--- config.mk ---
export PLATFORM = sky130hd
export DESIGN_NAME = rom_seq_ctrl_flat
export DESIGN_NICKNAME = d
export VERILOG_FILES = /design/src/rtl/rom_seq_ctrl_pkg.sv /design/src/rtl/rom_seq_ctrl_if.sv /design/src/rtl/sync_fifo.sv /design/src/rtl/rom_seq_ctrl.sv /design/src/flat_wrapper.sv
export SDC_FILE = /design/constraint.sdc
export NUM_CORES = 1
export LEC_CHECK = 0
export ABC_AREA = 1
export BUFFER_PORTS_ARGS = -buffer_cell sky130_fd_sc_hd__buf_2
export CAP_MARGIN = 20
export CORE_ASPECT_RATIO = 0.8
export CORE_UTILIZATION = 55
export DETAILED_ROUTE_END_ITERATION = 8
export PLACE_DENSITY = 0.77
export SETUP_SLACK_MARGIN = 0.05
export SLEW_MARGIN = 5
export SYNTH_ARGS = -nofsm -noshare
export SYNTH_HDL_FRONTEND = slang
export SYNTH_SLANG_ARGS = --single-unit
--- constraint.sdc ---
create_clock -name clk -period 8.8 [get_ports clk]
set_input_delay 1.32 -clock clk [delete_from_list [all_inputs] [get_ports clk]]
set_output_delay 1.32 -clock clk [all_outputs]
set_load 0.02 [all_outputs]
--- src/rtl/rom_seq_ctrl_pkg.sv ---
// Shared types and sizing for the coefficient ROM read sequencer.
// ROM_LAT counts the issue register plus the ROM output register.
package rom_seq_pkg;

    localparam int DATA_W  = 40;
    localparam int ADDR_W  = 8;
    localparam int DEPTH   = 142;
    localparam int FIFO_D  = 4;
    localparam int ROM_LAT = 2;

    localparam int CNT_W   = ADDR_W + 1;
    localparam int SUM_W   = ADDR_W + 2;
    localparam int OCC_W   = $clog2(FIFO_D + 1);
    localparam int PEND_W  = OCC_W + 1;

    typedef enum logic [1:0] {
        IDLE  = 2'd0,
        ISSUE = 2'd1,
        DRAIN = 2'd2
    } state_t;

    typedef struct packed {
        logic              last;
        logic [DATA_W-1:0] data;
    } word_t;

    localparam int WORD_W = $bits(word_t);

    // Widened sum so base+count can never wrap before the range test.
    function automatic logic cmd_fits(input logic [ADDR_W-1:0] base,
                                      input logic [CNT_W-1:0]  cnt);
        return (SUM_W'(base) + SUM_W'(cnt)) <= SUM_W'(DEPTH);
    endfunction

endpackage

--- src/rtl/rom_seq_ctrl_if.sv ---
// Command, ROM and output-stream signals of the ROM read sequencer.
// master is the sequencer's view; slave is the ROM/consumer/commander view.
interface rom_seq_ctrl_if;
    import rom_seq_pkg::*;

    logic              start;
    logic [ADDR_W-1:0] base_addr;
    logic [CNT_W-1:0]  count;
    logic              busy;
    logic              done;
    logic              err;
    logic [ADDR_W-1:0] rom_A;
    logic              rom_cen;
    logic [DATA_W-1:0] rom_Q;
    logic [DATA_W-1:0] out_data;
    logic              out_valid;
    logic              out_ready;
    logic              out_last;

    modport master (
        input  start, base_addr, count, rom_Q, out_ready,
        output busy, done, err, rom_A, rom_cen, out_data, out_valid, out_last
    );

    modport slave (
        output start, base_addr, count, rom_Q, out_ready,
        input  busy, done, err, rom_A, rom_cen, out_data, out_valid, out_last
    );

endinterface

--- src/rtl/sync_fifo.sv ---
// First-word-fall-through FIFO with occupancy count; rd_dat reads 0 when empty.
// Write and read may coincide on a full FIFO; a write to a full FIFO without a read is illegal.
module sync_fifo #(
    parameter  int W  = 41,
    parameter  int D  = 4,
    localparam int CW = $clog2(D + 1),
    localparam int PW = (D > 1) ? $clog2(D) : 1
) (
    input  logic          clk,
    input  logic          reset,
    input  logic          wr_vld,
    input  logic [W-1:0]  wr_dat,
    output logic          rd_vld,
    input  logic          rd_rdy,
    output logic [W-1:0]  rd_dat,
    output logic [CW-1:0] count
);

    logic [W-1:0]  mem [D];
    logic [PW-1:0] wr_ptr, rd_ptr;
    logic          wr_en, rd_en, full, empty;

    function automatic logic [PW-1:0] ptr_nxt(input logic [PW-1:0] p);
        return (p == PW'(D - 1)) ? '0 : p + PW'(1);
    endfunction

    assign empty  = (count == '0);
    assign full   = (count == CW'(D));
    assign rd_vld = !empty;
    assign rd_en  = rd_vld && rd_rdy;
    assign wr_en  = wr_vld && (!full || rd_en);
    assign rd_dat = empty ? '0 : mem[rd_ptr];

    always_ff @(posedge clk) begin
        if (reset) begin
            wr_ptr <= '0;
            rd_ptr <= '0;
            count  <= '0;
        end else begin
            if (wr_en) wr_ptr <= ptr_nxt(wr_ptr);
            if (rd_en) rd_ptr <= ptr_nxt(rd_ptr);
            case ({wr_en, rd_en})
                2'b10:   count <= count + CW'(1);
                2'b01:   count <= count - CW'(1);
                default: count <= count;
            endcase
        end
    end

    always_ff @(posedge clk) begin
        if (wr_en) mem[wr_ptr] <= wr_dat;
    end

    a_no_overflow : assert property (@(posedge clk) disable iff (reset)
        !(wr_vld && full && !rd_en));

endmodule

--- src/rtl/rom_seq_ctrl.sv ---
// Bursts count words from a registered-read ROM into a valid/ready stream.
// First word is valid two edges after the start accept edge; issue throttles so FIFO + in-flight never exceeds FIFO_D.
module rom_seq_ctrl
    import rom_seq_pkg::*;
(
    input  logic           clk,
    input  logic           reset,
    rom_seq_ctrl_if.master bus
);

    state_t             state, state_nx;
    logic [ADDR_W-1:0]  addr_q, issue_addr;
    logic [CNT_W-1:0]   iss_rem, out_rem;
    logic [ROM_LAT-1:0] infl, infl_last;
    logic [OCC_W-1:0]   fifo_cnt;
    logic [PEND_W-1:0]  pending;
    word_t              fifo_in, fifo_out;

    logic cmd_zero, cmd_fit, accept, can_issue;
    logic issue_en, issue_last, pop, final_pop;
    logic busy_nx, done_nx, err_nx;

    assign cmd_zero  = (bus.count == '0);
    assign cmd_fit   = cmd_fits(bus.base_addr, bus.count);
    assign accept    = (state == IDLE) && bus.start && !cmd_zero && cmd_fit;
    assign pending   = PEND_W'(fifo_cnt) + PEND_W'($countones(infl));
    assign can_issue = (pending < PEND_W'(FIFO_D));
    assign pop       = bus.out_valid && bus.out_ready;
    assign final_pop = pop && (out_rem == CNT_W'(1));

    always_ff @(posedge clk) begin
        if (reset) state <= IDLE;
        else       state <= state_nx;
    end

    always_comb begin
        state_nx = state;
        case (state)
            IDLE:    if (accept) state_nx = (bus.count == CNT_W'(1)) ? DRAIN : ISSUE;
            ISSUE:   if (issue_en && iss_rem == CNT_W'(1)) state_nx = DRAIN;
            DRAIN:   if (final_pop) state_nx = IDLE;
            default: state_nx = IDLE;
        endcase
    end

    // The accept edge itself issues the first read, which hides one cycle of latency.
    always_comb begin
        issue_en   = 1'b0;
        issue_addr = addr_q;
        issue_last = 1'b0;
        busy_nx    = 1'b0;
        done_nx    = 1'b0;
        err_nx     = 1'b0;
        case (state)
            IDLE: begin
                if (bus.start) begin
                    if (cmd_zero) begin
                        done_nx = 1'b1;
                    end else if (!cmd_fit) begin
                        err_nx = 1'b1;
                    end else begin
                        issue_en   = 1'b1;
                        issue_addr = bus.base_addr;
                        issue_last = (bus.count == CNT_W'(1));
                        busy_nx    = 1'b1;
                    end
                end
            end
            ISSUE: begin
                busy_nx    = 1'b1;
                issue_en   = can_issue;
                issue_last = (iss_rem == CNT_W'(1));
            end
            DRAIN: begin
                busy_nx = !final_pop;
                done_nx = final_pop;
            end
            default: ;
        endcase
    end

    always_ff @(posedge clk) begin
        if (reset) begin
            bus.rom_cen <= 1'b0;
            bus.rom_A   <= '0;
            bus.busy    <= 1'b0;
            bus.done    <= 1'b0;
            bus.err     <= 1'b0;
            addr_q      <= '0;
            iss_rem     <= '0;
            out_rem     <= '0;
            infl        <= '0;
            infl_last   <= '0;
        end else begin
            bus.rom_cen <= issue_en;
            if (issue_en) begin
                bus.rom_A <= issue_addr;
                addr_q    <= issue_addr + ADDR_W'(1);
            end
            if (accept)        iss_rem <= bus.count - CNT_W'(1);
            else if (issue_en) iss_rem <= iss_rem - CNT_W'(1);
            if (accept)        out_rem <= bus.count;
            else if (pop)      out_rem <= out_rem - CNT_W'(1);
            // Only tracked returns are captured; rom_Q is never trusted while cen was low.
            infl        <= {infl[ROM_LAT-2:0], issue_en};
            infl_last   <= {infl_last[ROM_LAT-2:0], issue_en && issue_last};
            bus.busy    <= busy_nx;
            bus.done    <= done_nx;
            bus.err     <= err_nx;
        end
    end

    assign fifo_in.last = infl_last[ROM_LAT-1];
    assign fifo_in.data = bus.rom_Q;

    sync_fifo #(
        .W (WORD_W),
        .D (FIFO_D)
    ) u_fifo (
        .clk    (clk),
        .reset  (reset),
        .wr_vld (infl[ROM_LAT-1]),
        .wr_dat (fifo_in),
        .rd_vld (bus.out_valid),
        .rd_rdy (bus.out_ready),
        .rd_dat (fifo_out),
        .count  (fifo_cnt)
    );

    assign bus.out_data = fifo_out.data;
    assign bus.out_last = fifo_out.last;

endmodule
--- src/flat_wrapper.sv ---
// flat-port wrapper written by rule: the top's interface ports become plain ports
module rom_seq_ctrl_flat import rom_seq_pkg::*;
  (clk, reset, bus_start, bus_base_addr, bus_count, bus_rom_Q, bus_out_ready, bus_busy, bus_done, bus_err, bus_rom_A, bus_rom_cen, bus_out_data, bus_out_valid, bus_out_last);
  rom_seq_ctrl_if bus_i ();
  input  logic clk;
  input  logic reset;
  input wire logic [$bits(bus_i.start)-1:0] bus_start;
  input wire logic [$bits(bus_i.base_addr)-1:0] bus_base_addr;
  input wire logic [$bits(bus_i.count)-1:0] bus_count;
  input wire logic [$bits(bus_i.rom_Q)-1:0] bus_rom_Q;
  input wire logic [$bits(bus_i.out_ready)-1:0] bus_out_ready;
  output wire logic [$bits(bus_i.busy)-1:0] bus_busy;
  output wire logic [$bits(bus_i.done)-1:0] bus_done;
  output wire logic [$bits(bus_i.err)-1:0] bus_err;
  output wire logic [$bits(bus_i.rom_A)-1:0] bus_rom_A;
  output wire logic [$bits(bus_i.rom_cen)-1:0] bus_rom_cen;
  output wire logic [$bits(bus_i.out_data)-1:0] bus_out_data;
  output wire logic [$bits(bus_i.out_valid)-1:0] bus_out_valid;
  output wire logic [$bits(bus_i.out_last)-1:0] bus_out_last;
  assign bus_i.start = bus_start;
  assign bus_i.base_addr = bus_base_addr;
  assign bus_i.count = bus_count;
  assign bus_i.rom_Q = bus_rom_Q;
  assign bus_i.out_ready = bus_out_ready;
  assign bus_busy = bus_i.busy;
  assign bus_done = bus_i.done;
  assign bus_err = bus_i.err;
  assign bus_rom_A = bus_i.rom_A;
  assign bus_rom_cen = bus_i.rom_cen;
  assign bus_out_data = bus_i.out_data;
  assign bus_out_valid = bus_i.out_valid;
  assign bus_out_last = bus_i.out_last;
  rom_seq_ctrl u_core (.clk(clk), .reset(reset), .bus(bus_i));
endmodule
==> impl.org <==
** Synthesis
- Top_reg_cell synth :: edfxtp_1
- By area the synthesized netlist is led by edfxtp_1, dfxtp_1, nor2_1, o21ai_0, nand2_1.
- Summed instance area of the synthesized netlist :: 9683 um2
- Fraction of registers with async set/reset :: 0%
- Most repeated cell in the gate-level netlist after synthesis :: nor2_1
- The Yosys step of the flow raised 0 warnings.
- After synthesis, the most frequently instantiated cells are nor2_1, edfxtp_1, o21ai_0, nand2_1, a21oi_1.
- The synthesized design spends more area on one cell type than any other, namely edfxtp_1.
- Fraction of the yosys area taken by sequential cells :: 61.61%
- #FFs+latches synth :: 216
- Synthesized netlist net count :: 1078
- Synthesized instance count :: 993
- The average instance in the mapped netlist occupies 9.751 um2.
- Synth top area share :: 50.86%
- Count of flip-flops with a built-in enable after synthesis :: 164
- After synthesis, the netlist uses 42 different library cells.

** STA
- The number of hold violations in the final report came to 0.
- For the final routed database, the setup TNS stands at 0 ps.
- Highest achievable clock rate :: 207.8 MHz
- Post-route worst hold slack :: 412.8 ps
- Normalized max-slew margin :: 39.69%
- Period utilisation layout :: 54.68%
- Final Setup Violations :: 0
- Setup skew after layout :: 22.02 ps
- Setup repair after global routing left no endpoint under its margin.
- Max Transition Viols Final :: 0
- For the pin with the worst max-slew slack, the measured transition is 903.3 ps.
- After layout, the minimum clock period comes to 4812 ps.

** Route
- The detailed router finished its first iteration with 533 violations.
- After detailed routing, the number of vias per cell comes to 5.368.
- Dividing the detail-routed wire length by the instance count gives 15.69 um.
- After detailed routing, the total wire length is 20970 um.
- Post-detailed-route count of antenna-violating nets :: 0
- Count of unresolved DRC violations after routing :: 0
- Via count :: 7177
- The pre-antenna-repair detailed-routing pass consisted of 5 iterations.

** Global routing
- The number of antenna violations at the first check in global routing came to 2.
- Entering global routing, the biggest net connects 84 pins.
- Summed over all layers, the global routing overflow is 0.
- The first global-routing pass estimated 33050 um of wire.
- Global routing used 23.26% of the available tracks across all layers.
- Via count of the first global-routing pass :: 6687

** Floorplan
- Die Outline Area :: 18140 um2
- Ports placed on the boundary :: 115
- After floorplanning, the core was divided into 43 placement rows.
- Placeable core area :: 17270 um2
- Die boundary width :: 150.3 um
- The initial utilization of the core area, before any placement, comes to 56.07%.
- The floorplan step set the die height to 120.7 um.

** Clock network
- Number of buffers created by CTS :: 22
- The number of gates resized after CTS was 0.
- For this design, the sink count on the clock tree is 216.
- Max H-tree Level :: 1
- After clock tree synthesis, the clock-pin slew on the worst setup and hold paths is 60 ps.
- For this design, the CTS-stage hold fixing added 0 buffers.
- Root buffer selected by CTS :: clkbuf_16
- Counting along the longest clock path gives a buffer depth of 3.
- Clock latency at the later pin of the worst-skew pair :: 500 ps
- TritonCTS built the clock tree.
- Once the clock tree was built, the setup fixing pass inserted 0 buffers.

** Setup path
- Category of the most critical setup path :: primary input to register
- Along the worst path, the maximum fanout reaches 38.
- Buf+Inv Stages, Crit Path :: 5
- The slowest stage of the critical path belongs to the cell nand2_1.
- Register-to-register path setup slack :: 5310 ps
- Critical path destination :: u_core.addr_q[5]
- Sort of element at the start of the critical path :: primary input
- Crit Reg-Reg Startpoint :: u_core.state[0]
- Number of logic stages on the critical path including buffering :: 18
- Grouping stages by cell kind, the critical path spends the most delay in simple AND/OR/NAND/NOR gates.
- Critical path's largest stage delay :: 900 ps
- Cell-by-cell trace of the critical path :: buf_2 > ha_1 > inv_1 > fa_1 > inv_1 > nand2_2 > nand2_2 > nand2_1 > nand3_1 > nand2_1 > nor2_2 > nand3_2 > nand2_1 > inv_2 > nor2_2 > inv_1 > nand3_1 > a21oi_1
- In this run the critical register-to-register path is captured at u_core.addr_q[5].
- At the worst endpoint, the required time is 9180 ps.
- CP Launch Point :: bus_count[0]
- Worst setup EP type :: register
- Endpoint arrival time on the critical path :: 5200 ps
- The number of cells on the worst reg-to-reg path is 10.

** Power and ir drop
- Leakage component of the power :: 0.004454 uW
- Peak supply drop :: 0.1718 mV
- Overall Power :: 3322 uW
- For this design the ratio of total power to cell area is 296.1 nW/um2.

** Place
- Input and output buffers added on the ports amount to 114.
- Placement-stage cell area :: 10430 um2
- Final weighted congestion in routability-driven placement :: 0.9105
- Placed wire-length estimate :: 12410 um

** Worst hold path
- In this run the worst hold path is classified as register to register.

** Layout
- Layout cells sized above 1 :: 16.94%
- From synthesis to final layout, the design area changed by 15.84%.
- Summed area of non-filler cells in the final layout :: 11220 um2
- After the last flow step, the layout net total stands at 1180.
- Sequential cell area in the final layout :: 5967 um2
- Cells fill 64.95% of the core in the end.
- Summing all multi-input logic gate instances after layout gives 3246 um2.
- Fill cell count :: 1320

** Status
- Status :: finished clean

** Run
- Max-cap violations in this run came to 0.
-- where the power goes --
part           internal [uW]  switching, uW
registers               1160           46.1
logic                    349            788
clock network            597            377
-- final cells by class --
| class | instances | area share (%) |
|---|---|---|
| clock inverters | 11 | 1.439 |
| well taps | 225 | 2.510 |
| clock buffers | 28 | 5.298 |
| flip-flops and latches | 216 | 53.20 |
| inverters | 81 | 2.711 |
| repair buffers | 123 | 5.867 |
| multi-input cells | 651 | 28.93 |
| diodes | 2 | 0.04462 |
-- through the flow --
stage,setup WS (ps),std cells
after floorplan,4882,993
after global placement,3673,1295
after detailed placement,3566,1295
after CTS,3700,1334
after global routing,3611,1335
final,3988,1337
-- flip-flops by register name, indices dropped and copies added, names as in the netlist, 3 cells and up, named ones only --
name                 flops
u_core.u_fifo.count      3
u_core.bus.rom_A         8
u_core.u_fifo.mem      164
u_core.out_rem           9
u_core.addr_q            8
u_core.iss_rem           9
-- per-layer routing --
layer  wire [um]  track usage, %
met1        9607           32.99
met2        9819           37.21
met3        1227           3.774
met4         319           6.124
met5           0               0
-- layout by cell type (no fill, tap or decap), drive strengths merged --
cell | synthesis | layout
nor2 | 225 | 225
edfxtp | 164 | 164
buf | 10 | 123
o21ai | 120 | 120
nand2 | 119 | 119
inv | 79 | 80
a21oi | 76 | 76
dfxtp | 52 | 52
clkbuf | 35 | 28
nand3 | 25 | 25
ha | 22 | 22
nand4 | 12 | 12
xor2 | 9 | 9
clkinv | 2 | 8
nand3b | 6 | 6
a31oi | 5 | 5
xnor2 | 5 | 5
o211ai | 4 | 4
bufinv | 0 | 4
nor3 | 3 | 3
a311oi | 3 | 3
a211oi | 3 | 3
nor4 | 3 | 3
diode | 0 | 2
fa | 2 | 2
o211a | 1 | 1
and3 | 1 | 1
and2 | 1 | 1
o21bai | 1 | 1
or3 | 1 | 1
a2111oi | 1 | 1
or2 | 1 | 1
a31o | 1 | 1
o22ai | 1 | 1
-- kinds of logic (layout without fill, tap and decap cells) --
family                   Yosys count  in the layout  synth area share, %
AO/OA/AOI/OAI                    216            216                11.73
XOR/XNOR                          14             14                1.266
AND/OR/NAND/NOR                  397            397                16.95
adder cells (fa/ha/maj)           24             24                3.256
flip-flops                       216            216                61.61
other                              0              2                    0
buffers and inverters            126            243                5.181
-- worst min path at each step --
stage                              from             endpoint  slack, ps  cells after the start
floorplan           u_core.infl_last[0]  u_core.infl_last[1]        390                      2
finish              u_core.infl_last[0]  u_core.infl_last[1]        410                      2
global placement    u_core.infl_last[0]  u_core.infl_last[1]        400                      2
CTS                 u_core.infl_last[0]  u_core.infl_last[1]        420                      2
detailed placement  u_core.infl_last[0]  u_core.infl_last[1]        410                      2
global route        u_core.infl_last[0]  u_core.infl_last[1]        460                      2
-- tightest hold or removal path: stages, from the launching register on --
cell and delay (ps):
dfxtp_1 300, inv_1 50, nor2_1 30
(Power assumes the default switching activity.)
